`src/rtl/branch_fwd_unit.sv`:
```
// Branch-operand forwarding for the ID stage: per-stage dest tags pick the nearest ready producer and evaluate the branch condition.
// Operands, selects, taken and stall are combinational from ID inputs and tags; stall holds ID while a matched producer is not yet ready.
module branch_fwd_unit #(
    parameter int DATA_W   = 32,
    parameter int NSTAGE   = 3,
    parameter int REG_AW   = 5,
    parameter int LOAD_RDY = 2,
    parameter int SEL_W    = 2
) (
    input  logic                     clk,
    input  logic                     rst,
    input  logic                     pipe_en,
    input  logic                     flush,
    input  logic                     fwd_dis,
    input  logic                     id_we,
    input  logic                     id_is_load,
    input  logic [REG_AW-1:0]        id_rd,
    input  logic                     id_br,
    input  logic                     id_use_rt,
    input  logic [REG_AW-1:0]        id_rs,
    input  logic [REG_AW-1:0]        id_rt,
    input  logic [2:0]               cmp_op,
    input  logic [DATA_W-1:0]        rf_a,
    input  logic [DATA_W-1:0]        rf_b,
    input  logic [NSTAGE*DATA_W-1:0] stg_data,
    output logic [DATA_W-1:0]        opa,
    output logic [DATA_W-1:0]        opb,
    output logic [SEL_W-1:0]         sel_a,
    output logic [SEL_W-1:0]         sel_b,
    output logic                     taken,
    output logic                     stall,
    output logic [15:0]              stall_cnt
);

    logic [NSTAGE-1:0]             vld_q, vld_d;
    logic [NSTAGE-1:0]             ld_q, ld_d;
    logic [NSTAGE-1:0][REG_AW-1:0] dst_q, dst_d;
    logic [15:0]                   cnt_q, cnt_d;

    logic              a_hit, a_rdy, b_hit, b_rdy;
    logic [SEL_W-1:0]  a_sel, b_sel;
    logic [DATA_W-1:0] a_dat, b_dat;
    logic              cond;

    // Walk from the oldest stage down so the youngest matching producer wins.
    always_comb begin
        a_hit = 1'b0;
        a_rdy = 1'b0;
        a_sel = '0;
        a_dat = '0;
        b_hit = 1'b0;
        b_rdy = 1'b0;
        b_sel = '0;
        b_dat = '0;
        for (int k = NSTAGE - 1; k >= 0; k--) begin
            if (vld_q[k] && dst_q[k] == id_rs && id_rs != '0) begin
                a_hit = 1'b1;
                a_rdy = !ld_q[k] || (k >= LOAD_RDY);
                a_sel = SEL_W'(k + 1);
                a_dat = stg_data[k*DATA_W +: DATA_W];
            end
            if (id_use_rt && vld_q[k] && dst_q[k] == id_rt && id_rt != '0) begin
                b_hit = 1'b1;
                b_rdy = !ld_q[k] || (k >= LOAD_RDY);
                b_sel = SEL_W'(k + 1);
                b_dat = stg_data[k*DATA_W +: DATA_W];
            end
        end
        if (fwd_dis) begin
            a_rdy = 1'b0;
            b_rdy = 1'b0;
        end
    end

    always_comb begin
        stall = id_br && !flush && ((a_hit && !a_rdy) || (b_hit && !b_rdy));
        sel_a = (a_hit && a_rdy) ? a_sel : '0;
        sel_b = (b_hit && b_rdy) ? b_sel : '0;
        opa   = (a_hit && a_rdy) ? a_dat : rf_a;
        opb   = (b_hit && b_rdy) ? b_dat : rf_b;
    end

    always_comb begin
        cond = 1'b0;
        case (cmp_op)
            3'd0:    cond = (opa == opb);
            3'd1:    cond = (opa != opb);
            3'd2:    cond = ($signed(opa) <= 0);
            3'd3:    cond = ($signed(opa) > 0);
            3'd4:    cond = ($signed(opa) < 0);
            3'd5:    cond = ($signed(opa) >= 0);
            default: cond = 1'b0;
        endcase
        taken = id_br && !stall && cond;
    end

    // A stalled ID slot injects a bubble; flush already clears the valid term.
    always_comb begin
        vld_d = vld_q;
        ld_d  = ld_q;
        dst_d = dst_q;
        if (pipe_en) begin
            for (int k = NSTAGE - 1; k >= 1; k--) begin
                vld_d[k] = vld_q[k-1];
                ld_d[k]  = ld_q[k-1];
                dst_d[k] = dst_q[k-1];
            end
            vld_d[0] = !stall && id_we && (id_rd != '0) && !flush;
            ld_d[0]  = id_is_load;
            dst_d[0] = id_rd;
        end
        cnt_d = (stall && cnt_q != 16'hFFFF) ? cnt_q + 16'd1 : cnt_q;
    end

    always_ff @(posedge clk or posedge rst) begin
        if (rst) begin
            vld_q <= '0;
            ld_q  <= '0;
            dst_q <= '0;
            cnt_q <= '0;
        end else begin
            vld_q <= vld_d;
            ld_q  <= ld_d;
            dst_q <= dst_d;
            cnt_q <= cnt_d;
        end
    end

    assign stall_cnt = cnt_q;

endmodule
```
`config.mk`:
```
export PLATFORM = sky130hd
export DESIGN_NAME = branch_fwd_unit
export DESIGN_NICKNAME = d
export VERILOG_FILES = /design/src/rtl/branch_fwd_unit.sv
export SDC_FILE = /design/constraint.sdc
export NUM_CORES = 1
export LEC_CHECK = 0
export BUFFER_PORTS_ARGS = -buffer_cell sky130_fd_sc_hd__buf_2
export CAP_MARGIN = 20
export CORE_UTILIZATION = 39
export DETAILED_ROUTE_END_ITERATION = 12
export PLACE_DENSITY = 0.7
export SLEW_MARGIN = 20
export SYNTH_ARGS = -nofsm -noshare
export SYNTH_HDL_FRONTEND = slang
export SYNTH_SLANG_ARGS = --single-unit
```
`constraint.sdc`:
```
create_clock -name clk -period 4.55 [get_ports clk]
set_input_delay 0.2275 -clock clk [delete_from_list [all_inputs] [get_ports clk]]
set_output_delay 0.2275 -clock clk [all_outputs]
set_load 0.01 [all_outputs]
```
==> impl_metrics.prom, run 1 <==
# TYPE chip_impl_metric gauge
chip_impl_metric{name="fin_worst_skew",unit="ns"} 0.00416
chip_impl_metric{name="post_synthesis_cell_area",unit="um2"} 4990
chip_impl_metric{name="dr.pass1.iters",unit=""} 5
chip_impl_metric{name="port_buffers",unit=""} 272
chip_impl_metric{name="antenna_left",unit=""} 0
chip_impl_metric{name="viasPerCell",unit=""} 5.81
chip_impl_metric{name="largest_net_degree_at_the_start_of_global_routing",unit=""} 37
chip_impl_metric{name="placedCellCount",unit=""} 1129
chip_impl_metric{name="antennaDiodeCount",unit=""} 0
chip_impl_info{name="combinational_family_with_the_most_area_after_synthesis",value="simple AND/OR/NAND/NOR gates"} 1
chip_impl_metric{name="muxShareOfSynthArea",unit=""} 0.122
chip_impl_metric{name="power.share.sequential",unit=""} 0.310
chip_impl_metric{name="grt_antenna_before_repair",unit=""} 0
chip_impl_metric{name="power.switching_fraction",unit=""} 0.354
chip_impl_info{name="clock_tree_from_tritoncts",value="built"} 1
chip_impl_info{name="cp-end-kind",value="output port"} 1
chip_impl_info{name="final_common_cell",value="sky130_fd_sc_hd__buf_2"} 1
chip_impl_metric{name="yosysSeqAreaShare",unit=""} 0.180
chip_impl_metric{name="fin_cells",unit=""} 1137
chip_impl_metric{name="compound_cell_area_share_of_the_yosys_netlist",unit=""} 0.210
chip_impl_metric{name="critical_path_peak_fanout",unit=""} 10
chip_impl_metric{name="grt_first_pass_wirelength",unit="um"} 32800
chip_impl_metric{name="place_congestion",unit=""} 1.00
chip_impl_metric{name="clkTransAtPathRegs",unit="ns"} 0.06
chip_impl_metric{name="cts_htree_levels",unit=""} 2
chip_impl_info{name="grt_setup_unrepaired",value="false"} 1
chip_impl_metric{name="post_drt_wl_per_cell",unit="um"} 19.4
chip_impl_metric{name="cts_buffer_depth",unit=""} 2
chip_impl_metric{name="async_reset_ff_frac",unit=""} 1.00
chip_impl_metric{name="setup_viol",unit=""} 0
chip_impl_metric{name="dr_total_vias",unit=""} 6607
chip_impl_metric{name="grtUsageTotal",unit=""} 0.320
chip_impl_metric{name="globalRouteOverflowTotal",unit=""} 0
chip_impl_metric{name="drive_above_1_share",unit=""} 0.362
chip_impl_metric{name="fraction_of_power_consumed_by_the_clock_network",unit=""} 0.303
chip_impl_metric{name="die_width",unit="um"} 115
chip_impl_metric{name="postSynthRegisterBits",unit=""} 36
chip_impl_metric{name="remaining_drc_errors",unit=""} 0
chip_impl_metric{name="critPathArrivalTime",unit="ns"} 4.11
chip_impl_metric{name="synthToLayoutAreaGrowth",unit="%"} 35.6
chip_impl_metric{name="detailedRoute.firstIterationViolations",unit=""} 702
chip_impl_metric{name="tritoncts_num_sinks",unit=""} 36
chip_impl_info{name="synth_largest_area_cell",value="sky130_fd_sc_hd__dfrtp_1"} 1
chip_impl_metric{name="max_slew.worst_pin.slew",unit="ns"} 0.521
chip_impl_metric{name="avgSynthCellArea",unit="um2"} 6.97
chip_impl_metric{name="max_cap_violations",unit=""} 0
chip_impl_metric{name="synth_area_in_xor_xnor",unit=""} 0.137
chip_impl_metric{name="synth.top_cell.area_share",unit=""} 0.180
chip_impl_metric{name="num_rows",unit=""} 40
chip_impl_metric{name="combinational_power_share",unit=""} 0.387
chip_impl_metric{name="postRouteWirelength",unit="um"} 22100
chip_impl_metric{name="timing.final.crit_period",unit="ns"} 4.34
chip_impl_metric{name="worst-endpoint-required",unit="ns"} 4.32
chip_impl_info{name="run_status",value="complete, no violations"} 1
chip_impl_metric{name="power_spent_charging_and_discharging_nets",unit="mW"} 0.454
chip_impl_metric{name="timing.final.hold_violations",unit=""} 0
chip_impl_metric{name="timing.slew.headroom",unit=""} 0.653
chip_impl_metric{name="grt_pass1_vias",unit=""} 6130
chip_impl_info{name="synthTopCellsByArea",value="sky130_fd_sc_hd__dfrtp_1 (18%), sky130_fd_sc_hd__a21oi_1 (10%), sky130_fd_sc_hd__xor2_1 (7.0%)"} 1
chip_impl_metric{name="post_synthesis_share_of_cell_area_spent_on_and_or_nand_and_nor_gates",unit=""} 0.263
chip_impl_metric{name="initial_utilization",unit=""} 0.407
chip_impl_info{name="hold_path.class",value="input port to async pin"} 1
chip_impl_metric{name="core-area",unit="um2"} 12300
chip_impl_metric{name="ys_warns",unit=""} 0
chip_impl_metric{name="nets",unit=""} 1156
chip_impl_metric{name="synth_cells",unit=""} 717
chip_impl_metric{name="drv_slew",unit=""} 0
chip_impl_metric{name="number_of_flops_mapped_to_enable_cells_by_yosys",unit=""} 0
chip_impl_metric{name="die_height",unit="um"} 115
chip_impl_metric{name="total_leakage_power",unit="nW"} 3.35
chip_impl_info{name="postSynth.topFlopCell",value="sky130_fd_sc_hd__dfrtp_1"} 1
chip_impl_metric{name="yosys.area_share.adder",unit=""} 0.00251
chip_impl_metric{name="maximum_clock_rate",unit="MHz"} 231
chip_impl_metric{name="tritoncts.num_buffers",unit=""} 5
chip_impl_metric{name="ir_worst_vdd",unit="mV"} 0.186
chip_impl_info{name="clock_tree.root_cell",value="sky130_fd_sc_hd__clkbuf_16"} 1
chip_impl_metric{name="final_hpwl_from_detailed_placement",unit="um"} 16900
chip_impl_metric{name="worst_hold_slack_after_final_layout",unit="ns"} 0.0445
chip_impl_metric{name="synth_fp_nets",unit=""} 905
chip_impl_metric{name="power-per-cell-area",unit="nW/um2"} 190
chip_impl_metric{name="post-route-period-util",unit=""} 0.953
chip_impl_metric{name="p_int",unit="mW"} 0.830
chip_impl_metric{name="yosysUniqueCellTypes",unit=""} 42
chip_impl_metric{name="clkLatencyLatePin",unit="ns"} 0.28
chip_impl_metric{name="final_sum_of_negative_setup_slack",unit="ns"} 0
chip_impl_info{name="cp-start-kind",value="input port"} 1
chip_impl_info{name="timing.setup.critical_path_class",value="input port to output port"} 1
chip_impl_info{name="most-common-layout-cells",value="sky130_fd_sc_hd__buf_2 (272), sky130_fd_sc_hd__a21oi_1 (100), sky130_fd_sc_hd__nor2_1 (81)"} 1
chip_impl_metric{name="boundaryPins",unit=""} 273
chip_impl_metric{name="die-area",unit="um2"} 13300
[power by group through the flow]
stage / Combinational (mW) / Sequential [mW] / Clock (mW)
global route: 0.539 / 0.402 / 0.410
CTS: 0.491 / 0.397 / 0.395
global placement: 0.488 / 0.400 / 0
finish: 0.497 / 0.398 / 0.389
detailed placement: 0.488 / 0.402 / 0
floorplan: 0.265 / 0.391 / 0
[flip-flops by register name, summed over array words and instances (netlist names)]
| signal | flops |
|---|---|
| dst_q | 15 |
| ld_q | 2 |
| stall_cnt | 16 |
| vld_q | 3 |
[logic make-up (layout without fill, tap and decap cells)]
logic type / Yosys count / count (layout)
AND/OR/NAND/NOR: 263 / 263
AO/OA/AOI/OAI: 178 / 178
buffers and inverters: 107 / 359
XOR/XNOR: 78 / 78
multiplexers: 54 / 54
flip-flops: 36 / 36
adder cells (fa/ha/maj): 1 / 1
[synthesized netlist by cell type, types with 2 or more instances]
library cell and n:
sky130_fd_sc_hd__clkbuf_1 49, sky130_fd_sc_hd__and4_1 2, sky130_fd_sc_hd__mux2_4 7, sky130_fd_sc_hd__a21oi_1 100
sky130_fd_sc_hd__or3_1 35, sky130_fd_sc_hd__nand4_1 17, sky130_fd_sc_hd__nor2b_1 2, sky130_fd_sc_hd__nor3b_1 2
sky130_fd_sc_hd__xnor2_1 38, sky130_fd_sc_hd__mux2_2 28, sky130_fd_sc_hd__nor3_1 38, sky130_fd_sc_hd__a32oi_1 30
sky130_fd_sc_hd__dfrtp_1 36, sky130_fd_sc_hd__inv_1 52, sky130_fd_sc_hd__o21ai_0 36, sky130_fd_sc_hd__mux2i_1 19
sky130_fd_sc_hd__and3_1 4, sky130_fd_sc_hd__or4_1 4, sky130_fd_sc_hd__nand2_1 43, sky130_fd_sc_hd__and2_1 2
sky130_fd_sc_hd__xor2_1 40, sky130_fd_sc_hd__nor2_1 81, sky130_fd_sc_hd__buf_6 3, sky130_fd_sc_hd__nand3b_1 2
sky130_fd_sc_hd__o211ai_1 2, sky130_fd_sc_hd__nand2b_1 2, sky130_fd_sc_hd__a31oi_1 3, sky130_fd_sc_hd__nand3_1 12
sky130_fd_sc_hd__nor4_1 13, sky130_fd_sc_hd__buf_1 3
[metrics by stage]
step	utilization	area [um2]	total power [mW]	worst slack (ns)
floorplan	-	4990	0.656	0.978
global placement	0.538	6600	0.888	0.388
detailed placement	0.538	6600	0.890	0.375
CTS	0.552	6770	1.28	0.243
global route	0.553	6780	1.35	0.00523
finish	0.553	6780	1.28	0.214
[final cells by class]
cell class	instances	area (um2)
sequential	36	901
clock inverter	3	42.5
tap	168	210
inverter	52	195
clock buffer	5	125
fill	1247	5490
multi-input combinational	574	3690
timing repair buffer	299	1610
[final timing paths]
check	slack (ns)	cells after the start	end	startpoint
worst max-delay path	0.21	14	taken	id_rt[0]
worst min register to register	0.49	1	stall_cnt[3]	stall_cnt[3]
max in group asynchronous	4.18	3	vld_q[2]	rst
min in group clk	0.19	2	ld_q[0]	id_is_load
worst max register to register	1.10	12	stall_cnt[14]	dst_q[7]
worst min-delay path	0.04	3	stall_cnt[6]	rst
[worst max-delay path: stages]
cell,delay [ns]
sky130_fd_sc_hd__buf_2,0.13
sky130_fd_sc_hd__or4_1,0.56
sky130_fd_sc_hd__o21a_1,0.24
sky130_fd_sc_hd__and4_1,0.22
sky130_fd_sc_hd__nor2b_4,0.13
sky130_fd_sc_hd__o31ai_4,0.51
sky130_fd_sc_hd__buf_4,0.33
sky130_fd_sc_hd__mux2i_1,0.31
sky130_fd_sc_hd__xor2_1,0.14
sky130_fd_sc_hd__nor4_1,0.31
sky130_fd_sc_hd__nand4_1,0.25
sky130_fd_sc_hd__o31a_1,0.35
sky130_fd_sc_hd__a31oi_1,0.22
sky130_fd_sc_hd__buf_2,0.17
[repair_timing]
action	4_1_cts	5_1_grt
setup buffers	0	0
endpoints found under the setup margin	0	1
hold buffers	0	0
resized for setup	0	2
[per-layer routing]
metal,wire (um),track usage
met1,8710,0.416
met5,0,0
met4,809,0.122
met2,10000,0.524
met3,2500,0.0627
No activity file was read; power rests on OpenSTA's default activity.
==> run 2, diff against run 1 <==
--- a/config.mk
+++ b/config.mk
@@ -5,11 +5,11 @@
 export SDC_FILE = /design/constraint.sdc
 export NUM_CORES = 1
 export LEC_CHECK = 0
-export BUFFER_PORTS_ARGS = -buffer_cell sky130_fd_sc_hd__buf_2
 export CAP_MARGIN = 20
 export CORE_UTILIZATION = 39
 export DETAILED_ROUTE_END_ITERATION = 12
-export PLACE_DENSITY = 0.7
+export DONT_BUFFER_PORTS = 1
+export PLACE_DENSITY = 0.52
 export SLEW_MARGIN = 20
 export SYNTH_ARGS = -nofsm -noshare
 export SYNTH_HDL_FRONTEND = slang
==> impl_metrics.prom, run 2 (synthesized netlist as in run 1, its figures left out) <==
# TYPE chip_impl_metric gauge
chip_impl_info{name="run_status",value="complete, no violations"} 1
chip_impl_metric{name="power.switching_fraction",unit=""} 0.350
chip_impl_metric{name="fraction_of_power_consumed_by_the_clock_network",unit=""} 0.315
chip_impl_metric{name="antenna_left",unit=""} 0
chip_impl_metric{name="total_leakage_power",unit="nW"} 2.34
chip_impl_metric{name="remaining_drc_errors",unit=""} 0
chip_impl_metric{name="antennaDiodeCount",unit=""} 0
chip_impl_info{name="cp-end-kind",value="output port"} 1
chip_impl_metric{name="design_area",unit="um2"} 5520
chip_impl_info{name="final_common_cell",value="sky130_fd_sc_hd__a21oi_1"} 1
chip_impl_metric{name="layout_setup_ws",unit="ns"} 0.273
chip_impl_metric{name="globalRouteOverflowTotal",unit=""} 0
chip_impl_metric{name="viasPerCell",unit=""} 6.28
chip_impl_metric{name="nets",unit=""} 907
chip_impl_metric{name="max_cap_violations",unit=""} 0
chip_impl_metric{name="num_rows",unit=""} 40
chip_impl_metric{name="post-route-period-util",unit=""} 0.940
chip_impl_metric{name="timing.slew.headroom",unit=""} 0.503
chip_impl_metric{name="die_height",unit="um"} 115
chip_impl_info{name="grt_setup_unrepaired",value="false"} 1
chip_impl_info{name="clock_tree_from_tritoncts",value="built"} 1
chip_impl_metric{name="combinational_power_share",unit=""} 0.325
chip_impl_info{name="clock_tree.root_cell",value="sky130_fd_sc_hd__clkbuf_16"} 1
chip_impl_metric{name="drv_slew",unit=""} 0
chip_impl_info{name="hold_path.class",value="input port to flop"} 1
chip_impl_metric{name="clkLatencyLatePin",unit="ns"} 0.28
chip_impl_metric{name="p_int",unit="mW"} 0.719
chip_impl_metric{name="placed_cell_area",unit="um2"} 5330
chip_impl_info{name="timing.setup.critical_path_class",value="flop to output port"} 1
chip_impl_metric{name="final_sum_of_negative_setup_slack",unit="ns"} 0
chip_impl_metric{name="place_congestion",unit=""} 0.936
chip_impl_metric{name="largest_net_degree_at_the_start_of_global_routing",unit=""} 37
chip_impl_metric{name="power_spent_charging_and_discharging_nets",unit="mW"} 0.387
chip_impl_metric{name="timing.final.crit_period",unit="ns"} 4.28
chip_impl_metric{name="flip_flop_count_of_the_largest_register_all_copies_and_words_added",unit=""} 16
chip_impl_metric{name="post-route-util",unit=""} 0.450
chip_impl_metric{name="postRouteWirelength",unit="um"} 21200
chip_impl_metric{name="drive_above_1_share",unit=""} 0.138
chip_impl_metric{name="post_drt_wl_per_cell",unit="um"} 23.9
chip_impl_metric{name="boundaryPins",unit=""} 273
chip_impl_info{name="cp-start-kind",value="flop"} 1
chip_impl_metric{name="die-area",unit="um2"} 13300
chip_impl_metric{name="initial_utilization",unit=""} 0.407
chip_impl_info{name="most-common-layout-cells",value="sky130_fd_sc_hd__a21oi_1 (100), sky130_fd_sc_hd__nor2_1 (81), sky130_fd_sc_hd__inv_1 (52)"} 1
chip_impl_metric{name="maximum_clock_rate",unit="MHz"} 234
chip_impl_metric{name="grtUsageTotal",unit=""} 0.305
chip_impl_metric{name="power-per-cell-area",unit="nW/um2"} 200
chip_impl_metric{name="grt_first_pass_wirelength",unit="um"} 30600
chip_impl_metric{name="setup_viol",unit=""} 0
chip_impl_metric{name="synthToLayoutAreaGrowth",unit="%"} 10.5
chip_impl_metric{name="tritoncts_num_sinks",unit=""} 36
chip_impl_metric{name="grt_antenna_before_repair",unit=""} 0
chip_impl_metric{name="dr.pass1.iters",unit=""} 7
chip_impl_metric{name="critPathArrivalTime",unit="ns"} 4.05
chip_impl_metric{name="die_width",unit="um"} 115
chip_impl_metric{name="fin_worst_skew",unit="ns"} 0.00169
chip_impl_metric{name="cts_htree_levels",unit=""} 2
chip_impl_metric{name="timing.final.hold_violations",unit=""} 0
chip_impl_metric{name="core-area",unit="um2"} 12300
chip_impl_metric{name="cts_buffer_depth",unit=""} 2
chip_impl_metric{name="detailedRoute.firstIterationViolations",unit=""} 390
chip_impl_metric{name="worst-endpoint-required",unit="ns"} 4.32
chip_impl_metric{name="worst_hold_slack_after_final_layout",unit="ns"} 0.0524
chip_impl_metric{name="critical_path_peak_fanout",unit=""} 13
chip_impl_metric{name="grt_pass1_vias",unit=""} 5305
chip_impl_metric{name="power.share.sequential",unit=""} 0.360
chip_impl_metric{name="placement.setup.worst_slack",unit="ns"} 0.395
chip_impl_metric{name="tritoncts.num_buffers",unit=""} 5
chip_impl_metric{name="max_slew.worst_pin.slew",unit="ns"} 0.739
chip_impl_metric{name="port_buffers",unit=""} 0
chip_impl_metric{name="dr_total_vias",unit=""} 5581
chip_impl_metric{name="ir_worst_vdd",unit="mV"} 0.219
chip_impl_metric{name="final_hpwl_from_detailed_placement",unit="um"} 16200
chip_impl_metric{name="clkTransAtPathRegs",unit="ns"} 0.06
run 2: changes by cell type in the layout (fill, tap and decap cells not counted), sizes merged:
cell         change
buf            -250
clkbuf           +2
bufinv           -1
clkinv           -1
dlygate4sd3      +1
run 2: power by group through the flow:
| stage | sequential [mW] | clock (mW) | combinational [mW] |
|---|---|---|---|
| global placement | 0.403 | 0 | 0.351 |
| global route | 0.405 | 0.372 | 0.392 |
| floorplan | 0.391 | 0 | 0.265 |
| detailed placement | 0.404 | 0 | 0.354 |
| finish | 0.399 | 0.348 | 0.359 |
| CTS | 0.398 | 0.356 | 0.357 |
run 2: timing repair:
item                       CTS  global route
hold endpoints to repair    36             0
hold buffers                 1             0
buffers inserted             0             3
setup endpoints to repair    0             1
gates resized for setup      0             2
run 2: path summary, 6_finish.rpt:
check	startpoint	to	slack (ns)	cells after the start
hold reg to reg	stall_cnt[9]	stall_cnt[9]	0.56	1
setup / recovery	dst_q[3]	taken	0.27	13
setup reg to reg	dst_q[3]	stall_cnt[14]	1.10	12
max in group asynchronous	rst	dst_q[10]	3.71	3
min in group asynchronous	rst	dst_q[4]	0.51	3
hold / removal	pipe_en	vld_q[2]	0.05	1
run 2: final cells by class:
cell class	instances	area (um2)
fill	1321	6740
multi-input combinational	574	3680
sequential	36	901
timing repair buffer	50	382
tap	168	210
inverter	52	195
clock buffer	7	143
clock inverter	1	7.51
run 2: per-layer routing:
metal / GRT usage / routed length, um / vias to the layer above
met5: 0 / 0 / -
met4: 0.0805 / 381 / 0
met3: 0.104 / 2430 / 40
met2: 0.513 / 10100 / 371
met1: 0.371 / 8350 / 2627
li1: - / - / 2543
run 2: stage by stage:
| step | power [mW] | cells |
|---|---|---|
| floorplan | 0.656 | 717 |
| global placement | 0.754 | 876 |
| detailed placement | 0.758 | 876 |
| CTS | 1.11 | 885 |
| global route | 1.17 | 888 |
| finish | 1.11 | 888 |
run 2: critical path, stage by stage (launching register included):
cell,delay (ns)
sky130_fd_sc_hd__dfrtp_1,0.43
sky130_fd_sc_hd__xor2_1,0.18
sky130_fd_sc_hd__nor4_1,0.42
sky130_fd_sc_hd__and4_1,0.38
sky130_fd_sc_hd__a21oi_1,0.14
sky130_fd_sc_hd__o31ai_4,0.09
sky130_fd_sc_hd__buf_4,0.30
sky130_fd_sc_hd__mux2i_1,0.35
sky130_fd_sc_hd__xor2_1,0.15
sky130_fd_sc_hd__nor4_1,0.37
sky130_fd_sc_hd__nand4_1,0.23
sky130_fd_sc_hd__o31a_1,0.34
sky130_fd_sc_hd__a31oi_1,0.21
sky130_fd_sc_hd__buf_4,0.17
